`config.mk`:
```
export PLATFORM = sky130hd
export DESIGN_NAME = score_keeper
export DESIGN_NICKNAME = d
export VERILOG_FILES = /design/src/rtl/tug_pkg.sv /design/src/rtl/seg7_digit.sv /design/src/rtl/score_keeper.sv
export SDC_FILE = /design/constraint.sdc
export NUM_CORES = 1
export LEC_CHECK = 0
export ABC_AREA = 1
export CAP_MARGIN = 20
export CORE_AREA = 2 2 68 70
export DETAILED_ROUTE_END_ITERATION = 6
export DIE_AREA = 0 0 70 72
export DONT_BUFFER_PORTS = 1
export GPL_TIMING_DRIVEN = 0
export PLACE_DENSITY = 0.51
export SKIP_CTS_REPAIR_TIMING = 1
export SLEW_MARGIN = 10
export SYNTH_ARGS = -nofsm -noshare
export SYNTH_HDL_FRONTEND = slang
export SYNTH_SLANG_ARGS = --single-unit
```
`constraint.sdc`:
```
create_clock -name clk -period 1.6 [get_ports clk]
set_input_delay 0.16 -clock clk [delete_from_list [all_inputs] [get_ports clk]]
set_output_delay 0.16 -clock clk [all_outputs]
set_load 0.01 [all_outputs]
```
`src/rtl/tug_pkg.sv`:
```
// Shared types and constants for the tug-of-war match logic.
// Winner codes, scorer states and seven-segment patterns.
package tug_pkg;

  typedef enum logic [1:0] {
    WIN_NONE  = 2'b00,
    WIN_RIGHT = 2'b01,
    WIN_LEFT  = 2'b10
  } winner_t;

  typedef enum logic [2:0] {
    PLAY,
    HOLD,
    RESTART,
    WAIT_CLEAR,
    GAME_OVER
  } score_state_t;

  localparam logic [6:0] SEG_BLANK = 7'b1111111;
  localparam logic [6:0] SEG_0     = 7'b1000000;
  localparam logic [6:0] SEG_1     = 7'b1111001;
  localparam logic [6:0] SEG_2     = 7'b0100100;
  localparam logic [6:0] SEG_3     = 7'b0110000;
  localparam logic [6:0] SEG_4     = 7'b0011001;
  localparam logic [6:0] SEG_5     = 7'b0010010;
  localparam logic [6:0] SEG_6     = 7'b0000010;
  localparam logic [6:0] SEG_7     = 7'b1111000;

endpackage

```
`src/rtl/seg7_digit.sv`:
```
// Seven-segment decoder for a single 0-7 digit.
// Active-low segments ordered {g..a}.
module seg7_digit
  import tug_pkg::*;
(
  input  logic [2:0] value,
  output logic [6:0] seg
);

  // Map the digit value to its segment pattern.
  always_comb begin
    seg = SEG_BLANK;
    case (value)
      3'd0: seg = SEG_0;
      3'd1: seg = SEG_1;
      3'd2: seg = SEG_2;
      3'd3: seg = SEG_3;
      3'd4: seg = SEG_4;
      3'd5: seg = SEG_5;
      3'd6: seg = SEG_6;
      3'd7: seg = SEG_7;
      default: seg = SEG_BLANK;
    endcase
  end

endmodule

```
`src/rtl/score_keeper.sv`:
```
// Match scorer: tallies round wins, pulses round_reset
// after a hold period and stops at MAX_SCORE.
module score_keeper
  import tug_pkg::*;
#(
  parameter int HOLD_CYCLES = 4,
  parameter int MAX_SCORE   = 7
) (
  input  logic       clk,
  input  logic       reset,
  input  logic [1:0] winner,
  output logic       round_reset,
  output logic [2:0] left_score,
  output logic [2:0] right_score,
  output logic       game_over,
  output logic [6:0] HEX_L,
  output logic [6:0] HEX_R
);

  localparam int CW = $clog2(HOLD_CYCLES + 1);
  localparam logic [CW-1:0] HOLD_LOAD = CW'(HOLD_CYCLES - 1);
  localparam logic [2:0] MAX_S = 3'(MAX_SCORE);

  score_state_t  state, state_n;
  logic [2:0]    left_n, right_n;
  logic [CW-1:0] hold_cnt, hold_n;

  // Next-state, score and hold-counter logic.
  always_comb begin
    state_n = state;
    left_n  = left_score;
    right_n = right_score;
    hold_n  = hold_cnt;
    unique case (state)
      PLAY: begin
        if (winner == WIN_LEFT) begin
          left_n  = left_score + 3'd1;
          hold_n  = HOLD_LOAD;
          state_n = (left_n == MAX_S) ? GAME_OVER : HOLD;
        end else if (winner == WIN_RIGHT) begin
          right_n = right_score + 3'd1;
          hold_n  = HOLD_LOAD;
          state_n = (right_n == MAX_S) ? GAME_OVER : HOLD;
        end
      end
      HOLD: begin
        if (hold_cnt == '0) state_n = RESTART;
        else hold_n = hold_cnt - 1'b1;
      end
      RESTART: state_n = WAIT_CLEAR;
      WAIT_CLEAR: begin
        if (winner == WIN_NONE) state_n = PLAY;
      end
      GAME_OVER: state_n = GAME_OVER;
      default: state_n = PLAY;
    endcase
  end

  // State, scores and registered round_reset / game_over.
  always_ff @(posedge clk) begin
    if (reset) begin
      state       <= PLAY;
      left_score  <= '0;
      right_score <= '0;
      hold_cnt    <= '0;
      round_reset <= 1'b0;
      game_over   <= 1'b0;
    end else begin
      state       <= state_n;
      left_score  <= left_n;
      right_score <= right_n;
      hold_cnt    <= hold_n;
      round_reset <= (state_n == RESTART);
      game_over   <= (state_n == GAME_OVER);
    end
  end

  seg7_digit u_hex_l (
    .value (left_score),
    .seg   (HEX_L)
  );

  seg7_digit u_hex_r (
    .value (right_score),
    .seg   (HEX_R)
  );

endmodule

```
==> impl_metrics.tcl, run 1 <==
set metrics [dict create \
    status "finished clean" \
    power_density_mw_per_mm2 1140 \
    die_w_um 70 \
    rows 24 \
    crit_path_start_kind "flop" \
    ys_warn_count 0 \
    grt_pass1_vias 1126 \
    cts.clk_slew.worst_paths_ns 0.10 \
    ant_nets 0 \
    path_class "flop to flop" \
    synth.area.top_cells "dfxtp_1, ha_1, nand2_1, inv_1, nand3_4" \
    synthAdderAreaFrac 0.157 \
    clock_latency_ns 0.27 \
    yosysTopAreaCellShare 0.369 \
    grt_start_max_net_pins 17 \
    dp_hpwl_mm 2.15 \
    avgSynthCellArea_um2 8.30 \
    crit_fanout 6 \
    gr-total-overflow 0 \
    wl_per_cell_um 11.9 \
    area_growth_pct 23.6 \
    track_usage 0.117 \
    min-delay-start "reset" \
    fp.dieH_um 72 \
    gp_congestion 0.791 \
    antenna_found_initial 0 \
    nFillCells 433 \
    cts_max_path_buffers 2 \
    yosys_register_bits 28 \
    cts_tree "built" \
    yosys.area.top_type "dfxtp_1" \
    vias 1147 \
    cp_data_arrival_time_ns 1.73 \
    viasPerCell 4.48 \
    cts-root-buf "clkbuf_8" \
    crit_required_ns 1.77 \
    start_util 0.356 \
    seqCellArea_um2 576 \
    syn_nets 206 \
    cts_buffers 3 \
    finalHoldViolations 0 \
    syn_inst 183 \
    io_pins 26 \
    ys_seq_area_frac 0.369 \
    slew_headroom 0.778 \
    synthDistinctLibCells 22 \
    diodes 0 \
    multi_input_area_um2 882 \
    ir_worst_vdd_uv 501 \
    layout_common_cells "nand2_1, inv_1, dfxtp_1" \
    port_buffers 0 \
    drive_gt1_frac 0.309 \
    whs_ns 0.231 \
    final_cell_area_mm2 0.00188 \
    drt_iter0_markers 50 \
    worst_pin_slew_ns 0.332 \
    synth_xor_area_frac 0.0173 \
    synth_compound_area_frac 0.0165 \
    synthesis.area_mm2 0.00152 \
    grt_pass1_wl_mm 4.81 \
    die_area_mm2 0.00504 \
    core_mm2 0.00426 \
    drt_pre_antenna_iters 4 \
    routed_wl_mm 3.04 \
    period_minus_slack_ns 1.56 \
    drc 0 \
    hold_class "input port to flop" \
    finalSetupViolCount 0 \
    finalCritPeriodShare 0.973 \
    synth_top_family_by_area "simple AND/OR/NAND/NOR gates" \
    final_common_cell "nand2_1" \
    p_leak_nw 0.958 \
    clock_skew_ns 0.00162 \
    worstReg2RegStart "state[0]$_SDFF_PP0_" \
    cp-end-kind "flop" \
    place_area_mm2 0.00158 \
    muxShareOfSynthArea 0 \
    fmax_mhz 643 \
    nNetsFinal 228 \
    clock_sinks 28 \
    synth-simple-area-share 0.339 \
    crit_path_start "state[0]$_SDFF_PP0_" \
    finalMaxSlewViolations 0 \
    drv_cap 0 \
    htree_levels 1 \
]
registers in the layout (all words and copies together) (netlist names):
| register | cells |
|---|---|
| game_over | 1 |
| left_score | 3 |
| state | 3 |
| round_reset | 1 |
| u_hex_r.seg | 7 |
| u_hex_l.seg | 7 |
| right_score | 3 |
| hold_cnt | 3 |
path summary, 6_finish.rpt:
| path | end | cells after the start | slack (ns) |
|---|---|---|---|
| max | u_hex_r.seg[0]$_DFF_P_ | 8 | 0.04 |
| min | left_score[1]$_SDFFE_PP0P_ | 3 | 0.23 |
| max reg2reg | u_hex_r.seg[0]$_DFF_P_ | 8 | 0.04 |
| min reg2reg | hold_cnt[0]$_SDFFE_PP0P_ | 2 | 0.50 |
final cells by class:
type,instances,area share
timing repair buffer,17,0.0693
clock inverter,1,0.0160
clock buffer,3,0.0220
multi-input combinational,117,0.470
tap,52,0.0346
inverter,37,0.0793
sequential,28,0.306
buffer,1,0.00266
cells in the mapped netlist:
library cell / n
nand2_2: 4
nand4_1: 9
ha_1: 19
nand2_1: 40
o21ai_0: 2
nor3b_2: 1
clkinv_4: 2
inv_2: 2
xor2_1: 3
dfxtp_1: 28
nor2_1: 12
a21oi_1: 3
nor2_2: 2
nor2_4: 1
nand2_4: 4
nand3_4: 4
or2_1: 1
and2_1: 1
nand3_1: 7
inv_1: 33
buf_2: 1
nand3_2: 4
per-layer routing:
metal  share of wire  global-route usage
met4          0.0063              0.0556
met5               0                   0
met1            0.41               0.131
met3           0.037              0.0306
met2            0.55               0.210
report_power, final:
group          switching, W  leakage, nW  internal (W)
sequential         0.000111        0.234      0.000818
clock              0.000223       0.0357      0.000335
combinational      0.000381        0.689      0.000276
total              0.000715        0.958       0.00143
kinds of logic (layout without fill, tap and decap cells):
logic type	count (synthesis)	after routing
and+or+nand+nor	90	90
buffers and inverters	38	59
adders and majority gates	19	19
xor gates and xnor gates	3	3
AOI/OAI and AO/OA	5	5
DFF	28	28
per-stage QoR:
| step | setup TNS [ns] | util | cells | worst slack, ns | power, W |
|---|---|---|---|---|---|
| 2_1_floorplan | 0 | - | 183 | 0.0436 | 0.00135 |
| 3_3_place_gp | -0.353 | 0.371 | 235 | -0.114 | 0.00143 |
| 3_5_place_dp | -0.922 | 0.371 | 235 | -0.168 | 0.00146 |
| 4_1_cts | -1.09 | 0.388 | 239 | -0.170 | 0.00203 |
| 5_1_grt | -0.158 | 0.440 | 256 | -0.0340 | 0.00232 |
| 6_report | 0 | 0.440 | 256 | 0.0438 | 0.00214 |
worst max-delay path, cell delays in order, from the launching register on:
cell and delay, ns:
dfxtp_4 0.37, nor2_4 0.20, nand3_4 0.16, nand2_4 0.10
nand3_4 0.11, buf_4 0.17, ha_1 0.19, nand4_1 0.09
nand2_1 0.06
(Power assumes the default switching activity.)
==> run 2: changes to the inputs <==
--- a/config.mk
+++ b/config.mk
@@ -7,12 +7,12 @@
 export LEC_CHECK = 0
 export ABC_AREA = 1
 export CAP_MARGIN = 20
-export CORE_AREA = 2 2 68 70
+export CORE_AREA = 2 2 66 68
 export DETAILED_ROUTE_END_ITERATION = 6
-export DIE_AREA = 0 0 70 72
+export DIE_AREA = 0 0 68 70
 export DONT_BUFFER_PORTS = 1
 export GPL_TIMING_DRIVEN = 0
-export PLACE_DENSITY = 0.51
+export PLACE_DENSITY = 0.54
 export SKIP_CTS_REPAIR_TIMING = 1
 export SLEW_MARGIN = 10
 export SYNTH_ARGS = -nofsm -noshare
==> impl_metrics.tcl, run 2 (synthesized netlist as in run 1, its figures left out) <==
set metrics [dict create \
    status "finished clean" \
    diodes 0 \
    vias 1091 \
    r2r-end "u_hex_r.seg[3]$_DFF_P_" \
    antenna_found_initial 0 \
    cts-root-buf "clkbuf_8" \
    die_area_mm2 0.00476 \
    slew_headroom 0.789 \
    core_mm2 0.00414 \
    worstHoldEndpoint "right_score[2]$_SDFFE_PP0P_" \
    start_util 0.367 \
    gr-total-overflow 0 \
    drive_gt1_frac 0.265 \
    htree_levels 1 \
    gp_congestion 0.736 \
    fp.dieH_um 70 \
    crit_fanout 7 \
    cts.clk_slew.worst_paths_ns 0.10 \
    port_buffers 0 \
    cts_buffers 3 \
    finalSetupViolCount 0 \
    area_growth_pct 19.1 \
    clock_sinks 28 \
    crit_cells 9 \
    path_buf_inv 2 \
    die_w_um 68 \
    total_power_w 0.00209 \
    finalHoldViolations 0 \
    critPathTopFamily "simple AND/OR/NAND/NOR gates" \
    crit_path_start_kind "flop" \
    finalCritPeriodShare 0.957 \
    wl_per_cell_um 10.5 \
    final_util 0.437 \
    p_leak_nw 0.938 \
    viasPerCell 4.33 \
    crit_required_ns 1.78 \
    dp_hpwl_mm 1.91 \
    drt_pre_antenna_iters 4 \
    nNetsFinal 224 \
    routed_wl_mm 2.64 \
    clock_skew_ns 0.0109 \
    min-delay-start "reset" \
    rows 24 \
    hold_class "input port to flop" \
    worstReg2RegStart "state[0]$_SDFF_PP0_" \
    cts_tree "built" \
    clock_latency_ns 0.28 \
    drt_iter0_markers 32 \
    cp_slowest_cell "dfxtp_2" \
    grt_pass1_wl_mm 4.24 \
    final_common_cell "nand2_1" \
    power_density_mw_per_mm2 1150 \
    cp-end-kind "flop" \
    r2r_setup_slack_ns 0.07 \
    layout_common_cells "nand2_1, inv_1, dfxtp_1" \
    worst_path_most_repeated_cell "nand3_4" \
    fmax_mhz 653 \
    drc 0 \
    period_minus_slack_ns 1.53 \
    io_pins 26 \
    worstPathCellList "nor2_4, nand3_4, clkinv_4, nand2_2, nand3_4, inv_2, ha_1, nand4_1, nand2_1" \
    slowest_delay_ns 0.35 \
    hold_depth 3 \
    grt_start_max_net_pins 17 \
    r2r_cells 9 \
    drv_cap 0 \
    cts_max_path_buffers 2 \
    grt_pass1_vias 978 \
    path_class "flop to flop" \
    track_usage 0.117 \
    ant_nets 0 \
    cp_data_arrival_time_ns 1.71 \
    worst_pin_slew_ns 0.316 \
    ir_worst_vdd_uv 440 \
    finalMaxSlewViolations 0 \
]
## run 2: cell count changes in the layout (fill, tap and decap cells not counted), sizes merged
cell	change
buf	-4
## run 2: area by class of cell
type / instances / area (um^2)
tap: 52 / 65.1
timing repair buffer: 13 / 100
sequential: 28 / 572
buffer: 1 / 5.00
clock buffer: 3 / 41.3
fill: 438 / 2330
inverter: 37 / 149
multi-input combinational: 117 / 847
clock inverter: 1 / 30.0
## run 2: worst max-delay path by stage
stage,start,endpoint
after global routing,state[0]$_SDFF_PP0_,u_hex_l.seg[5]$_DFF_P_
after CTS,left_score[0]$_SDFFE_PP0P_,u_hex_l.seg[3]$_DFF_P_
final,state[0]$_SDFF_PP0_,u_hex_r.seg[3]$_DFF_P_
after floorplan,left_score[0]$_SDFFE_PP0P_,u_hex_l.seg[3]$_DFF_P_
after detailed placement,left_score[0]$_SDFFE_PP0P_,u_hex_l.seg[3]$_DFF_P_
after global placement,right_score[0]$_SDFFE_PP0P_,u_hex_r.seg[3]$_DFF_P_
## run 2: metal layers
metal	GRT usage	wire length [um]
met5	0	0
met4	0.0533	23
met3	0.0370	143
met2	0.178	1290
met1	0.149	1180
## run 2: worst min-delay path, cell delays in order
cell     delay, ns
inv_2         0.11
nand3_4       0.15
inv_1         0.04
## run 2: metrics by stage
step	instance area, um^2	hold WS, ns	std cells	setup slack [ns]	setup TNS [ns]
detailed placement	1580	0.232	235	-0.168	-0.766
CTS	1660	-0.0754	239	-0.181	-1.07
global placement	1580	0.231	235	-0.144	-0.594
global route	1810	0.236	252	-0.0156	-0.0310
finish	1810	0.220	252	0.0684	0
floorplan	1520	0.229	183	0.0436	0
## run 2: where the power goes
part / internal [W] / total, W / switching (W)
Clock: 0.000335 / 0.000562 / 0.000227
Combinational: 0.000255 / 0.000603 / 0.000348
Sequential: 0.000816 / 0.000923 / 0.000107
Total: 0.00141 / 0.00209 / 0.000683
